## src/rtl/esfa_op_sequencer.sv

```systemverilog
// ESFA operation sequencer: turns one command into a short train of
// array steps (issue, sample) and returns the final step's result.
module esfa_op_sequencer #(
    parameter logic [7:0] SEL_IDLE   = 8'd0,
    parameter logic [7:0] SEL_LOOKUP = 8'd1,
    parameter logic [7:0] SEL_ALLOC  = 8'd5,
    parameter logic [7:0] SEL_WRITE  = 8'd3,
    parameter logic [7:0] SEL_CODE   = 8'd2,
    parameter logic [7:0] SEL_RANK   = 8'd6
) (
    input  logic       clk,
    input  logic       reset,
    input  logic       cmd_valid,
    output logic       cmd_ready,
    input  logic [1:0] cmd_op,
    input  logic [7:0] cmd_handle,
    input  logic [7:0] cmd_index,
    input  logic [7:0] cmd_value,
    output logic       rsp_valid,
    input  logic       rsp_ready,
    output logic       rsp_bool,
    output logic [7:0] rsp_value,
    output logic       rsp_err,
    output logic [7:0] arr_sel,
    output logic [7:0] arr_handle,
    output logic [7:0] arr_index,
    output logic [7:0] arr_value,
    input  logic       arr_result_bool,
    input  logic [7:0] arr_result_value,
    output logic       busy,
    output logic [7:0] done_count
);

    localparam logic [1:0] OP_LOOKUP = 2'd0;
    localparam logic [1:0] OP_INSERT = 2'd1;
    localparam logic [1:0] OP_RERANK = 2'd2;
    localparam logic [1:0] OP_RSVD   = 2'd3;

    typedef enum logic [1:0] {
        S_IDLE,
        S_ISSUE,
        S_SAMPLE,
        S_RESP
    } state_t;

    state_t     state;
    logic [1:0] op_q;
    logic [1:0] step;
    logic [1:0] step_nxt;

    // Array selector for a given op at a given step index
    function automatic logic [7:0] sel_of(
        input logic [1:0] op,
        input logic [1:0] stp
    );
        logic [7:0] s;
        s = SEL_IDLE;
        case (op)
            OP_LOOKUP: s = SEL_LOOKUP;
            OP_INSERT: s = (stp == 2'd0) ? SEL_ALLOC : SEL_WRITE;
            OP_RERANK: s = (stp == 2'd0) ? SEL_CODE : SEL_RANK;
            default:   s = SEL_IDLE;
        endcase
        return s;
    endfunction

    // Number of array steps an op takes
    function automatic logic [1:0] steps_of(input logic [1:0] op);
        return (op == OP_LOOKUP) ? 2'd1 : 2'd2;
    endfunction

    assign step_nxt  = step + 2'd1;
    assign cmd_ready = (state == S_IDLE);
    assign busy      = (state != S_IDLE);

    // Sequencer FSM with registered array drives and response
    always_ff @(posedge clk or negedge reset) begin
        if (!reset) begin
            state      <= S_IDLE;
            op_q       <= 2'd0;
            step       <= 2'd0;
            arr_sel    <= SEL_IDLE;
            arr_handle <= 8'd0;
            arr_index  <= 8'd0;
            arr_value  <= 8'd0;
            rsp_valid  <= 1'b0;
            rsp_bool   <= 1'b0;
            rsp_value  <= 8'd0;
            rsp_err    <= 1'b0;
            done_count <= 8'd0;
        end else begin
            unique case (state)
                S_IDLE: begin
                    if (cmd_valid) begin
                        op_q       <= cmd_op;
                        step       <= 2'd0;
                        arr_handle <= cmd_handle;
                        arr_index  <= cmd_index;
                        arr_value  <= cmd_value;
                        rsp_bool   <= 1'b0;
                        rsp_value  <= 8'd0;
                        if (cmd_op == OP_RSVD) begin
                            state     <= S_RESP;
                            rsp_valid <= 1'b1;
                            rsp_err   <= 1'b1;
                        end else begin
                            state   <= S_ISSUE;
                            arr_sel <= sel_of(cmd_op, 2'd0);
                            rsp_err <= 1'b0;
                        end
                    end
                end
                S_ISSUE: begin
                    arr_sel <= SEL_IDLE;
                    state   <= S_SAMPLE;
                end
                S_SAMPLE: begin
                    rsp_bool  <= arr_result_bool;
                    rsp_value <= arr_result_value;
                    step      <= step_nxt;
                    if (step_nxt < steps_of(op_q)) begin
                        state   <= S_ISSUE;
                        arr_sel <= sel_of(op_q, step_nxt);
                    end else begin
                        state     <= S_RESP;
                        rsp_valid <= 1'b1;
                    end
                end
                S_RESP: begin
                    if (rsp_ready) begin
                        rsp_valid  <= 1'b0;
                        done_count <= done_count + 8'd1;
                        state      <= S_IDLE;
                    end
                end
            endcase
        end
    end

endmodule

```

## config.mk

```make
export PLATFORM = sky130hd
export DESIGN_NAME = esfa_op_sequencer
export DESIGN_NICKNAME = d
export VERILOG_FILES = /design/src/rtl/esfa_op_sequencer.sv
export SDC_FILE = /design/constraint.sdc
export NUM_CORES = 1
export LEC_CHECK = 0
export BUFFER_PORTS_ARGS = -buffer_cell sky130_fd_sc_hd__buf_2
export CELL_PAD_IN_SITES_DETAIL_PLACEMENT = 0
export CELL_PAD_IN_SITES_GLOBAL_PLACEMENT = 1
export CORE_MARGIN = 2
export CORE_UTILIZATION = 34
export CTS_CLUSTER_SIZE = 12
export DETAILED_ROUTE_END_ITERATION = 10
export PLACE_DENSITY = 0.87
export SETUP_SLACK_MARGIN = 0.05
export SLEW_MARGIN = 15
export SYNTH_ARGS = -nofsm -noshare
export SYNTH_HDL_FRONTEND = slang
export SYNTH_SLANG_ARGS = --single-unit
```

## constraint.sdc

```tcl
create_clock -name clk -period 2.3 [get_ports clk]
set_clock_uncertainty 0.15 [all_clocks]
set_input_delay 0.46 -clock clk [delete_from_list [all_inputs] [get_ports clk]]
set_output_delay 0.46 -clock clk [all_outputs]
set_load 0.005 [all_outputs]
```

; Yosys cells after proc, flatten, opt, wreduce, memory -nomap -nowiden
; Cells that the tools add are included.
[op_classes]
reduce_logical = 14
n_eq_ne = 14
n_lt_le_gt_ge = 1
n_mux = 26
addsub = 2
[ops]
columns = cell, n
row1 = two-way mux 8 bit, 4
row2 = one-hot mux 8 bit (3 select lines), 1
row3 = one-hot mux 3 bit (3 select lines), 2
row4 = one-hot mux 8 bit (2 select lines), 1
row5 = two-way mux 2 bit, 6
row6 = equality test 2 bit (second input constant), 5
row7 = inequality test 2 bit (second input constant), 5
row8 = adder 8 x 1 -> 8 bit (second input constant), 1
row9 = logical NOT 2 bit, 4
row10 = one-hot mux 2 bit (4 select lines), 1
row11 = AND reduction 2 bit, 4
row12 = equality test 2 x 1 -> 1 bit (second input constant), 3
row13 = two-way mux 1 bit, 6
row14 = two-way mux 3 bit, 2
row15 = nonzero test 3 bit, 2
row16 = AND reduction 5 bit, 1
row17 = one-hot mux 2 bit (2 select lines), 1
row18 = AND reduction 4 bit, 1
row19 = nonzero test 2 bit, 2
row20 = one-hot mux 1 bit (3 select lines), 1
row21 = adder 2 x 1 -> 2 bit (second input constant), 1
row22 = less-than comparator 2 bit, 1
row23 = inequality test 2 x 1 -> 1 bit (second input constant), 1
row24 = one-hot mux 1 bit (2 select lines), 1
[totals]
output_inout_bits = 53
inputBits = 39
word_cells = 69
ff_bits = 57

; Logic depth before layout (Yosys ltp)
; Gate-level depths: netlist (run 1).
[logic_depth]
depth_word = 6
depth_mapped = 7
depth_no_buf = 6

; Least setup slack after synthesis (run 1)
; Ideal clock, no wire load.
[synth_path]
path_type = reg-to-reg
start = reg step[0]
end = reg arr_sel[0]
stages_incl_launch_ff = 7
arrival_ps = 1920
path_slack_ps = 105
setup_ps = 125
required_time_ps = 2025
cell_sequence = dfrtp_1 ha_1 ha_1 or4b_4 o211ai_2 nand3b_4 mux2_4
[synth_between]
elab_chain_len = 4
[synth_rtl]
columns = item, line_no
row1 = start: declaration, 48  ; logic [1:0] step;
row2 = start signal: assignment, 120  ; step <= step_nxt;
row3 = adder 2 x 1 -> 2 bit, 72  ; assign step_nxt = step + 2'd1;
row4 = less-than comparator 2 bit, 121  ; if (step_nxt < steps_of(op_q)) begin
row5 = inequality test 2 bit (no source line), -
row6 = AND reduction 4 bit (no source line), -
row7 = end signal: assignment, 108  ; arr_sel <= sel_of(cmd_op, 2'd0);
row8 = end signal: assignment, 123  ; arr_sel <= sel_of(op_q, step_nxt);
row9 = end: declaration, 24  ; output logic [7:0] arr_sel,
; No other way between the ends.
; A chain may end at the register's enable or synchronous reset.

; Worst setup path after layout (run 1)
[layout_path]
start = reg step[1]
end = reg arr_sel[0]
; The elaborated chain is that of the path after synthesis.

==> impl_metrics.toml, run 1 <==
[clocking]
cts_sinks = 52
numCtsBuffers = 5
root_buffer = "clkbuf_8"
cts_tree = "yes"
clk_latency_ns = 0.31
cts_max_path_buffers = 2
htree_levels = 2
ctsHoldBuffers = 0
path_clk_slew_ns = 0.09

[synth]
yosys.area.top_type = "dfrtp_1"
ys_warn_count = 0
synth.top_cell.area_share_pct = 53.4
synth_edf_count = 0
synth_commonest_cells = "dfrtp_1, mux2_2, o21ai_0"
syn_area_um2 = 2440
syn_avg_cell_area_um2 = 12.6
synth_seq_area_share_pct = 53.4
yosysMostFrequentCell = "dfrtp_1"
synth_flop_cell = "dfrtp_1"
synthTopCellsByArea = "dfrtp_1, mux2_2, ha_1"
ys_ff_latch = 52
netlist_instances = 194
yosys.cell_types.count = 37
async_reset_ff_share_pct = 100

[cells_and_area]
fillCellCount = 674
area_growth_pct = 30.0
nets = 335
seq_area_um2 = 1300
diodes = 0
drive_above_1_share_pct = 47.7
multiInputGateArea_um2 = 1100

[critical_path]
r2r_start = "step[1]$_DFFE_PN0P_"
reg2reg_depth = 6
cp_max_fo = 3
cp.buffers_inverters = 0
worst-r2r-setup-slack_ns = 0.1
worstSetupPathType = "flop to flop"
crit_start = "step[1]$_DFFE_PN0P_"
startpoint_type = "flop"
worstPathArrival_ns = 2.25
required_ns = 2.35
cp_top_family = "simple AND/OR/NAND/NOR gates"
critPathMaxStageDelay_ns = 0.54
endpoint_kind = "flop"
regToRegEndpoint = "arr_sel[0]$_DFFE_PN0P_"
critPathMostFrequentCell = "ha_4"
critPathSlowestCell = "or4b_4"
path_cells = "ha_4 -> ha_4 -> or4b_4 -> o211ai_4 -> nand3b_4 -> mux2_4"

[timing]
finalHoldViolations = 23
tns_ns = 0
setup-violations-final = 0
rsz0062_at_grt = "yes"
slew_violations = 0
whs_ns = -0.0125
finalCritPeriodShare_pct = 95.7
max-slew-margin-rel_pct = 62.0
fin_crit_ns = 2.20
worst_pin_slew_ns = 0.570
worst_slack_ns = 0.0987
max_freq_mhz = 454

[job]
drv_cap = 0

[detailed_routing]
ant_nets = 0
via_per_inst = 4.66
drt-total-wl_um = 5190
via_count = 1783
remaining_drc_errors = 0
firstDrtPassIters = 4
post_drt_wl_per_cell_um = 13.5
drtIter0Drc = 69

[floorplanning]
core_um2 = 6870
start_util_pct = 35.5
dieWidth_um = 88.6
io_pins = 92
die_y_um = 88.6
die_area_um2 = 7860
rows = 30

[power_and_ir_drop]
p_seq_share_pct = 37.5
pwr-share-comb_pct = 44.9
powerDensity_nw_per_um2 = 1360
p_int_uw = 2820
vdd_drop_max_v = 0.000515
p_switching_uw = 1480
power.clock.fraction_pct = 17.6
leakage_uw = 0.00151
switching_share_pct = 34.5

[outcome]
outcome = "finished, violations left"
violations = "negative hold slack"

[placement]
hpwl_um = 3830
port_buffers = 86
gp_congestion = 0.825
dp_slack_ns = 0.0369

[min_path]
min_path_type = "input port to async pin"

[grt]
overflow = 0
grt_max_degree = 30
antenna_found_initial = 0
grt.total_usage_pct = 13.2
grt_pass1_wl_um = 8190
grt_pass1_vias = 1747
## per-stage QoR
| step | utilization (%) | area, µm² | power [µW] | cells |
|---|---|---|---|---|
| finish | 46.1 | 3170 | 4300 | 383 |
| global route | 46.1 | 3170 | 4620 | 383 |
| CTS | 45.5 | 3130 | 4230 | 382 |
| detailed placement | 43.5 | 2990 | 3460 | 374 |
| global placement | 43.5 | 2990 | 3400 | 374 |
| floorplan | - | 2450 | 2750 | 198 |
## placed cells by master, fill, tap and decap left out, drive strengths merged, types with 2 or more instances in the layout
cell type  count
inv            7
a22oi          9
buf           92
nand2         11
bufinv         2
nand3b         2
nor2           4
conb           5
xnor2          7
nand2b         2
clkbuf         5
mux2          29
nor3           2
nand3          3
mux2i         11
o21ai         17
ha            10
a21oi          2
dfrtp         52
## timing repair
item	4_1_cts	5_1_grt
setup endpoints to repair	2	5
gates resized for setup	1	5
pin swaps	0	3
buffers inserted	0	1
## power by group through the flow
stage,combinational (µW),sequential [µW],clock [µW]
final,1930,1610,757
after global routing,2140,1670,806
after CTS,1850,1610,775
after detailed placement,1840,1620,0
after global placement,1790,1600,0
after floorplan,1130,1630,0
## how the worst max path moves through the flow
stage / end / slack (ns) / cells after the start
after floorplan: arr_sel[0]$_DFFE_PN0P_ / 0.11 / 6
after global placement: rsp_valid$_DFFE_PN0P_ / 0.06 / 6
after detailed placement: arr_sel[0]$_DFFE_PN0P_ / 0.04 / 6
after CTS: arr_sel[0]$_DFFE_PN0P_ / 0.05 / 6
after global routing: busy / 0.03 / 5
final: arr_sel[0]$_DFFE_PN0P_ / 0.1 / 6
## area by class of cell
cell class	instances	area share [%]
sequential	52	41.1
tap	96	3.79
clock inverter	3	2.17
timing repair buffer	92	15.4
multi-input combinational	129	34.7
clock buffer	5	2.17
inverter	6	0.711
## worst reg2reg max path, cell delays in order (launching register included)
cell and delay (ns):
dfrtp_1 0.42, ha_4 0.27, ha_4 0.18, or4b_4 0.54, o211ai_4 0.13, nand3b_4 0.11, mux2_4 0.30
## state kept, by name, summed over array words and instances (netlist names), 2 cells and up
| name | count |
|---|---|
| arr_handle | 8 |
| state | 2 |
| arr_value | 8 |
| done_count | 8 |
| arr_index | 8 |
| rsp_value | 8 |
| arr_sel | 3 |
| op_q | 2 |
| step | 2 |
## cells by family (layout without fill, tap and decap cells)
group	Yosys count	count (layout)	share of synthesized area, %
other	1	5	0.154
DFF	52	52	53.4
muxes	40	40	18.2
adders and majority gates	10	10	5.14
buffers and inverters	17	106	3.60
AOI/OAI and AO/OA	36	36	9.76
and+or+nand+nor	31	31	7.19
xor gates and xnor gates	7	7	2.52
## layer usage
metal / vias to the layer above / track usage (%) / share of wire [%]
li1: 861 / - / -
met1: 860 / 16.6 / 44
met2: 56 / 22.0 / 49
met3: 6 / 4.10 / 6.0
met4: 0 / 3.44 / 1.1
met5: - / 0 / 0
Note: power is estimated with default switching activity, not from simulation.
==> run 2, diff against run 1 <==
==> constraint.sdc (replaced) <==
create_clock -name clk -period 2.3 [get_ports clk]
set_clock_uncertainty 0.15 [all_clocks]
set_input_delay 0.115 -clock clk [delete_from_list [all_inputs] [get_ports clk]]
set_output_delay 0.115 -clock clk [all_outputs]
set_load 0.005 [all_outputs]
==> impl_metrics.toml, run 2 (synthesis results as in run 1) <==
[critical_path]
endpoint_kind = "flop"
regToRegEndpoint = "arr_sel[0]$_DFFE_PN0P_"
startpoint_type = "flop"
worst-r2r-setup-slack_ns = 0.10
worstPathArrival_ns = 2.25
required_ns = 2.35
worstSetupPathType = "flop to flop"
endpoint = "arr_sel[0]$_DFFE_PN0P_"
crit_start = "step[0]$_DFFE_PN0P_"
reg2reg_depth = 6
r2r_start = "step[0]$_DFFE_PN0P_"
cp_max_fo = 4

[timing]
max_freq_mhz = 455
rsz0062_at_grt = "no"
whs_ns = 0.146
setup-violations-final = 0
finalHoldViolations = 0
tns_ns = 0
finalCritPeriodShare_pct = 95.5
fin_crit_ns = 2.20
worst_slack_ns = 0.103
slew_violations = 0

[grt]
grt_pass1_vias = 2003
overflow = 0
grt.total_usage_pct = 15.1
antenna_found_initial = 0
grt_max_degree = 53
grt_pass1_wl_um = 9230

[clocking]
cts_max_path_buffers = 2
root_buffer = "clkbuf_8"
cts_tree = "yes"
numCtsBuffers = 5
htree_levels = 2
path_clk_slew_ns = 0.10
cts_sinks = 52
clk_latency_ns = 0.30

[cells_and_area]
diodes = 0
layout_commonest_cell = "buf_2"
final_cell_mix = "buf_2, dfrtp_1, dlygate4sd3_1, mux2_2, o21ai_0"
drive_above_1_share_pct = 43.1
nets = 373
fin_area_um2 = 3480
area_growth_pct = 43.0

[placement]
hpwl_um = 3760
gp_congestion = 0.725
dp_slack_ns = 0.0283
postPlaceCellArea_um2 = 3000
port_buffers = 86

[power_and_ir_drop]
vdd_drop_max_v = 0.000490
powerDensity_nw_per_um2 = 1180
leakage_uw = 0.00164

[detailed_routing]
remaining_drc_errors = 0
drtIter0Drc = 84
via_count = 1969
post_drt_wl_per_cell_um = 13.6
firstDrtPassIters = 6
via_per_inst = 4.68
ant_nets = 0
drt-total-wl_um = 5720

[min_path]
min_path_type = "input port to async pin"

[floorplanning]
die_y_um = 88.6
rows = 30
core_um2 = 6870
die_area_um2 = 7860
io_pins = 92
start_util_pct = 35.5
dieWidth_um = 88.6

[job]
drv_cap = 0

[outcome]
outcome = "complete, no violations"
[run 2: worst min path at each step]
stage | slack (ns) | to
3_3_place_gp | -0.02 | arr_sel[0]$_DFFE_PN0P_
2_1_floorplan | -0.33 | arr_handle[0]$_DFFE_PN0P_
5_1_grt | 0.19 | arr_index[2]$_DFFE_PN0P_
3_5_place_dp | -0.02 | step[0]$_DFFE_PN0P_
6_report | 0.15 | step[0]$_DFFE_PN0P_
4_1_cts | 0.16 | step[0]$_DFFE_PN0P_
[run 2: power by group]
group          internal, µW  switching, µW
combinational          1070            878
sequential             1330            287
clock                   217            319
[run 2: critical path: stages, from the launching register on]
cell and delay (ns):
dfrtp_2 0.45, ha_4 0.25, ha_2 0.20, or4b_4 0.51
o211ai_2 0.12, nand3b_4 0.11, mux2_4 0.30
[run 2: timing repair]
item / CTS / global route
endpoints found under the setup margin: 2 / 8
buffers inserted: 0 / 0
resized for setup: 2 / 4
endpoints found under the hold margin: 88 / 0
hold buffers: 37 / 0
[run 2: final cells by class]
type                    instances  area, µm²
repair buffers                130        866
flip-flops and latches         52       1300
clock buffers                   5       68.8
fillers                       637       3380
well taps                      96        120
inverters                       6       22.5
clock inverters                 3       21.3
multi-input cells             129       1080
[run 2: per-layer routing]
metal,track usage [%],wire length (µm),up-vias
li1,-,-,937
met1,17.9,2420,968
met2,27.3,2970,55
met3,3.54,257,9
met4,4.13,81,0
met5,0,0,-
[run 2: through the flow]
step | instances | power [µW] | util [%]
global placement | 376 | 3420 | 43.7
detailed placement | 376 | 3490 | 43.7
finish | 421 | 4100 | 50.7
global route | 421 | 4440 | 50.7
floorplan | 198 | 2750 | -
CTS | 421 | 4090 | 50.4
